[src/rtl/packet_assembler_2.sv]
// rtl/packet_assembler_2.sv - reassembles head/tail NoC flit pairs into packets (optional PACKET_ASSEMBLER_ERR_CNT_EN)
module packet_assembler_2 #(
  parameter int WIDTH_PKT        = 36,
  parameter int VC_ADDRESS_WIDTH = 1,
  parameter int ADDRESS_WIDTH    = 4
) (
  input  logic                   clk,
  input  logic                   rst,
  input  logic [WIDTH_PKT/2-1:0] i_flit_in,
  input  logic                   i_valid_in,
  output logic                   i_ready_out,
  output logic [WIDTH_PKT-1:0]   o_packet_out,
  output logic                   o_valid_out,
  input  logic                   o_ready_in,
  output logic                   o_err_out
`ifdef PACKET_ASSEMBLER_ERR_CNT_EN
  ,
  output logic [15:0]            o_err_cnt_out
`endif
);

  localparam int WIDTH_FLIT = WIDTH_PKT / 2;
  localparam int BIT_VALID  = WIDTH_FLIT - 1;
  localparam int BIT_HEAD   = WIDTH_FLIT - 2;
  localparam int BIT_TAIL   = WIDTH_FLIT - 3;
  localparam int VC_MSB     = WIDTH_FLIT - 4;

  // Control bits, VC and head destination must all fit inside one flit
  if ((WIDTH_PKT % 2) != 0 || (3 + VC_ADDRESS_WIDTH + ADDRESS_WIDTH) > WIDTH_FLIT) begin : g_bad_cfg
    $error("packet_assembler_2: invalid WIDTH_PKT / field widths");
  end

  typedef enum logic [1:0] {
    EMPTY     = 2'd0,
    HAVE_HEAD = 2'd1,
    FULL      = 2'd2
  } state_t;

  state_t                state_q, state_d;
  logic [WIDTH_FLIT-1:0] head_q, head_d;
  logic [WIDTH_PKT-1:0]  packet_q, packet_d;
  logic                  err_q, err_d;

  state_t base_state;
  logic   accept;
  logic   f_valid, f_head, f_tail, vc_match;

  assign i_ready_out  = (state_q != FULL) || o_ready_in;
  assign accept       = i_valid_in && i_ready_out;
  assign f_valid      = i_flit_in[BIT_VALID];
  assign f_head       = i_flit_in[BIT_HEAD];
  assign f_tail       = i_flit_in[BIT_TAIL];
  assign vc_match     = (i_flit_in[VC_MSB -: VC_ADDRESS_WIDTH] == head_q[VC_MSB -: VC_ADDRESS_WIDTH]);
  assign o_packet_out = packet_q;
  assign o_valid_out  = (state_q == FULL);
  assign o_err_out    = err_q;

  // Next-state: a draining FULL behaves as EMPTY for the flit arriving in the same cycle
  always_comb begin
    state_d    = state_q;
    head_d     = head_q;
    packet_d   = packet_q;
    err_d      = 1'b0;
    base_state = state_q;
    if (state_q == FULL && o_ready_in) begin
      base_state = EMPTY;
      state_d    = EMPTY;
    end
    if (accept && f_valid) begin
      case (base_state)
        EMPTY: begin
          if (f_head) begin
            if (f_tail) begin
              packet_d = {i_flit_in, {WIDTH_FLIT{1'b0}}};
              state_d  = FULL;
            end else begin
              head_d  = i_flit_in;
              state_d = HAVE_HEAD;
            end
          end else if (f_tail) begin
            err_d = 1'b1;
          end
        end
        HAVE_HEAD: begin
          if (f_head) begin
            err_d = 1'b1;
            if (f_tail) begin
              packet_d = {i_flit_in, {WIDTH_FLIT{1'b0}}};
              state_d  = FULL;
            end else begin
              head_d = i_flit_in;
            end
          end else if (f_tail) begin
            if (vc_match) begin
              packet_d = {head_q, i_flit_in};
              state_d  = FULL;
            end else begin
              err_d   = 1'b1;
              state_d = EMPTY;
            end
          end else begin
            err_d = 1'b1;
          end
        end
        default: ;
      endcase
    end
  end

  // State, head, packet and error-pulse registers
  always_ff @(posedge clk) begin
    if (rst) begin
      state_q  <= EMPTY;
      head_q   <= '0;
      packet_q <= '0;
      err_q    <= 1'b0;
    end else begin
      state_q  <= state_d;
      head_q   <= head_d;
      packet_q <= packet_d;
      err_q    <= err_d;
    end
  end

`ifdef PACKET_ASSEMBLER_ERR_CNT_EN
  logic [15:0] err_cnt_q, err_cnt_d;

  // Saturating count of error pulses
  always_comb begin
    err_cnt_d = err_cnt_q;
    if (err_q && err_cnt_q != 16'hFFFF) err_cnt_d = err_cnt_q + 16'd1;
  end

  // Error counter register
  always_ff @(posedge clk) begin
    if (rst) err_cnt_q <= '0;
    else     err_cnt_q <= err_cnt_d;
  end

  assign o_err_cnt_out = err_cnt_q;
`endif

endmodule

[config.mk]
export PLATFORM = sky130hd
export DESIGN_NAME = packet_assembler_2
export DESIGN_NICKNAME = d
export VERILOG_FILES = /design/src/rtl/packet_assembler_2.sv
export SDC_FILE = /design/constraint.sdc
export NUM_CORES = 1
export LEC_CHECK = 0
export BUFFER_PORTS_ARGS = -buffer_cell sky130_fd_sc_hd__buf_4
export CORE_MARGIN = 4
export CORE_UTILIZATION = 51
export DETAILED_ROUTE_END_ITERATION = 6
export PLACE_DENSITY = 0.78
export SYNTH_ARGS = -nofsm -noshare
export SYNTH_HDL_FRONTEND = slang
export SYNTH_SLANG_ARGS = --single-unit
[constraint.sdc]
create_clock -name clk -period 5.14 [get_ports clk]
set_clock_uncertainty 0.15 [all_clocks]
set_input_delay 1.542 -clock clk [delete_from_list [all_inputs] [get_ports clk]]
set_output_delay 1.542 -clock clk [all_outputs]
set_load 0.005 [all_outputs]
# After elaboration in Yosys (flattened, before gate mapping)
# Cells that the tools add are included.
[classes]
bitwise = 2
eq_ne = 7
reduce_logical = 10
mux = 21
[ops]
columns = ["op", "count"]
rows = [
  ["2-to-1 mux 36 bit", 5],
  ["one-hot mux 36 bit (2 select lines)", 1],
  ["2-to-1 mux 2 bit", 8],
  ["inequality test 3 bit (second input constant)", 2],
  ["2-to-1 mux 1 bit", 5],
  ["AND reduction 5 bit", 1],
  ["inequality test 2 bit (second input constant)", 2],
  ["one-hot mux 2 bit (2 select lines)", 1],
  ["AND reduction 4 bit", 1],
  ["OR reduction 2 bit", 2],
  ["logical AND 1 bit", 3],
  ["equality test 2 x 1 -> 1 bit (second input constant)", 1],
  ["equality test 2 bit (second input constant)", 1],
  ["zero test 2 bit", 1],
  ["NOT 1 bit", 2],
  ["one-hot mux 1 bit (2 select lines)", 1],
  ["nonzero test 2 bit", 1],
  ["equality test 1 bit", 1],
  ["logical OR 1 bit", 1],
]
[word_totals]
inputBits = 22
out_inout_bits = 39
word_cells = 44
reg_bits = 56

# Logic depth before layout (Yosys ltp)
[depth]
ltp_word = 7
mapped_depth = 7
depth_no_buf = 4

# Least setup slack after synthesis
# No wires, ideal clock.
[synth_path]
path_type = "input -> output"
startpoint = "in o_ready_in"
endpoint = "out i_ready_out"
stages = 2
arrival_time_ps = 1637
setup_slack_ps = 1811
n_path_buf = 0
t_required_ps = 3448
path_cell_list = "inv_1 -> nand2_1"
[synth_between]
elab_chain_cells = 1
[synth_rtl]
columns = ["element", "line_no", "rtl"]
rows = [
  ["start: declaration", "14", "input logic o_ready_in,"],
  ["logical OR 1 bit", "48", "assign i_ready_out = (state_q != FULL) || o_ready_in;"],
  ["end: declaration", "11", "output logic i_ready_out,"],
]
# No other way between the ends.

# Worst setup path in the final report
[layout_path]
startpoint = "in i_flit_in[16]"
endpoint = "reg packet_q[7] (netlist: o_packet_out[7])"
[layout_between]
elab_chain_cells = 2
elab_cells_between_ends = 6
classes_between = "eq/ne: 3; mux: 2; reduce/logical: 1"
[layout_rtl]
columns = ["element", "line_no", "rtl"]
rows = [
  ["start: declaration", "9", "input logic [WIDTH_PKT/2-1:0] i_flit_in,"],
  ["inequality test 3 bit (no line) (tied with other cells)", "n/a", ""],
  ["AND reduction 5 bit (no line) / one-hot mux 36 bit (2 select lines) (equally long branches)", "n/a", ""],
  ["end signal: assignment", "120", "packet_q <= packet_d;"],
  ["end: declaration", "41", "logic [WIDTH_PKT-1:0] packet_q, packet_d;"],
]
# Several ways; a longest one is shown, not always the timed one.
# A chain may end at the register's enable or synchronous reset.

==> impl_metrics.py <==
metrics = {
    "global_routing": {
        "grt_antenna_before_repair": 0,
        "grt_pass1_wl_um": 7960,
        "grt_pass1_vias": 1705,
        "grt_start_max_net_pins": 42,
        "grt_usage": 0.189,
        "grt_overflow_total": 0,
    },
    "sta": {
        "layout_min_cycle_time_ns": 3.63,
        "hold_ws_ns": 0.317,
        "max_freq_mhz": 276,
        "slew_headroom": 0.403,
        "tns_ns": 0,
        "final.period_utilization": 0.706,
        "maxSlewViolCount": 0,
        "grt_setup_unrepaired": "no",
        "worst_pin_slew_ns": 0.895,
        "hold_viol": 0,
        "report.final.setup_viol": 0,
    },
    "die": {
        "ios": 61,
        "fp.dieH_um": 73.3,
        "initial_core_util": 0.535,
        "die_area_um2": 5370,
        "fp-row-count": 23,
        "die_x_um": 73.3,
        "core_area_um2": 4060,
    },
    "cells_and_area": {
        "regArea_um2": 1120,
        "drive_above_1_share": 0.299,
        "multi_input_area_um2": 946,
        "design_area_um2": 2710,
        "layout.nets": 285,
        "mostFrequentLayoutCells": "62 x buf_4, 56 x dfxtp_1, 23 x nor2_1",
        "area_growth_pct": 24.7,
        "n_antenna_cell": 0,
        "fillCellCount": 339,
        "final_util": 0.667,
        "mostFrequentLayoutCell": "buf_4",
    },
    "synth": {
        "async_flop_share": 0,
        "synthSimpleGateAreaFrac": 0.105,
        "netlist-cell-type-count": 37,
        "synth_xor_area_frac": 0.00403,
        "synth.cell_area_um2": 2170,
        "synthCells": 211,
        "synth_compound_area_frac": 0.252,
        "synth_mux_area_frac": 0.0691,
        "synth-adder-area-share": 0,
        "synth_area_per_cell_um2": 10.3,
        "synth-seq-cells": 56,
        "synth_edf_count": 0,
        "synth_nets": 233,
        "yosysWarnings": 0,
        "ys.flop_type": "dfxtp_1",
        "yosysSeqAreaShare": 0.516,
        "synth_top_family_by_area": "compound AO/OA/AOI/OAI gates",
    },
    "flow_run": {
        "cap_violations": 0,
    },
    "clock_tree": {
        "htree_levels": 2,
        "cts_setup_buffers": 0,
        "insertion_delay_ns": 0.31,
        "clockBufferDepth": 2,
        "cts_inserted_buffers": 5,
        "root_buffer": "clkbuf_8",
        "cts_tree": "built",
        "clk_pin_slew_worst_paths_ns": 0.09,
        "clkSinkCount": 56,
        "cts_resized": 0,
        "cts_hold_buffers": 0,
    },
    "detailed_routing": {
        "routed_wl_um": 4790,
        "num_vias": 1746,
        "drc_errors": 0,
        "drtPass1Iterations": 4,
        "post_drt_wl_per_cell_um": 15.3,
        "ant_nets": 0,
        "drt-initial-drc-count": 106,
        "vias_per_cell": 5.56,
    },
    "worst_hold_path": {
        "hold_class": "flop to flop",
        "hold_path_depth": 1,
    },
    "placement": {
        "dpl_cell_area_um2": 2610,
        "io_buffers": 60,
        "dp_hpwl_um": 3140,
        "gp_congestion": 0.833,
    },
    "critical_path": {
        "critical_path.max_fanout": 17,
        "crit_path_end_kind": "flop",
        "worstRegToRegCells": 4,
        "critPathArrivalTime_ns": 3.72,
        "crit_path_start_kind": "input port",
        "path_class": "input port to flop",
        "cp.required_ns": 5.24,
    },
    "power_and_ir_drop": {
        "clock_power_share": 0.320,
        "seqPwrFrac": 0.583,
        "ir_drop_mv": 0.229,
        "comb_power_share": 0.097,
        "p_int_uw": 586,
        "p_per_area_nw_per_um2": 284,
        "p_leak_uw": 0.00109,
        "finalPower_uw": 768,
        "switching_share": 0.238,
        "p_sw_uw": 183,
    },
    "outcome": {
        "status": "finished clean",
    },
}
power groups by stage:
stage | clock (uW) | sequential (uW) | combinational, uW
2_1_floorplan | 0 | 457 | 42.6
3_3_place_gp | 0 | 458 | 73.6
3_5_place_dp | 0 | 458 | 74.7
4_1_cts | 252 | 448 | 75.3
5_1_grt | 267 | 449 | 82.3
6_report | 246 | 448 | 74.6
registers in the layout, indices dropped and copies added (netlist names):
signal	flops
o_packet_out	36
state_q	2
head_q	17
o_err_out	1
cells in the mapped netlist (3+ instances only):
| cell | count | area share |
|---|---|---|
| dfxtp_1 | 56 | 0.52 |
| nor2_1 | 23 | 0.040 |
| a21oi_1 | 19 | 0.044 |
| a211oi_1 | 15 | 0.052 |
| a22o_1 | 15 | 0.060 |
| mux2i_1 | 15 | 0.069 |
| o22ai_1 | 14 | 0.040 |
| buf_2 | 6 | 0.014 |
| nand2_1 | 6 | 0.010 |
| clkbuf_1 | 5 | 0.0086 |
| inv_1 | 4 | 0.0069 |
| nor3_1 | 3 | 0.0069 |
cell families after synthesis:
kind of cell | Yosys count
xor+xnor | 1
flops | 56
compound gates | 75
mux | 15
simple gates | 43
buf+inv | 21
per-stage QoR:
stage,instances,worst slack [ns]
2_1_floorplan,211,1.81
3_3_place_gp,306,1.29
3_5_place_dp,306,1.20
4_1_cts,314,1.49
5_1_grt,314,1.39
6_report,314,1.51
worst paths after layout:
| path | start | endpoint | slack [ns] |
|---|---|---|---|
| worst max-delay path | i_flit_in[16] | o_packet_out[7] | 1.51 |
| worst min-delay path | o_packet_out[17] | o_packet_out[17] | 0.32 |
| worst max register to register | state_q[0] | o_packet_out[7] | 2.38 |
| worst min register to register | o_packet_out[17] | o_packet_out[17] | 0.32 |
routing by layer:
metal	global-route usage	wire length, um	share of wire	vias up
met3	0.0492	260	0.054	2
met1	0.239	2230	0.47	828
li1	-	-	-	878
met2	0.317	2270	0.47	38
met5	0	0	0	-
met4	0.0553	23	0.0048	0
cell type report:
| type | count | share of cell area |
|---|---|---|
| multi-input combinational | 134 | 0.349 |
| tap | 50 | 0.0231 |
| timing repair buffer | 62 | 0.172 |
| sequential | 56 | 0.414 |
| inverter | 4 | 0.00555 |
| clock inverter | 2 | 0.00555 |
| clock buffer | 6 | 0.0305 |
critical path: stages:
cell     delay [ns]
buf_4          0.14
nor3b_4        0.60
nand2_2        0.40
nor3b_4        0.77
a22o_1         0.26
Note: power is estimated with default switching activity, not from simulation.
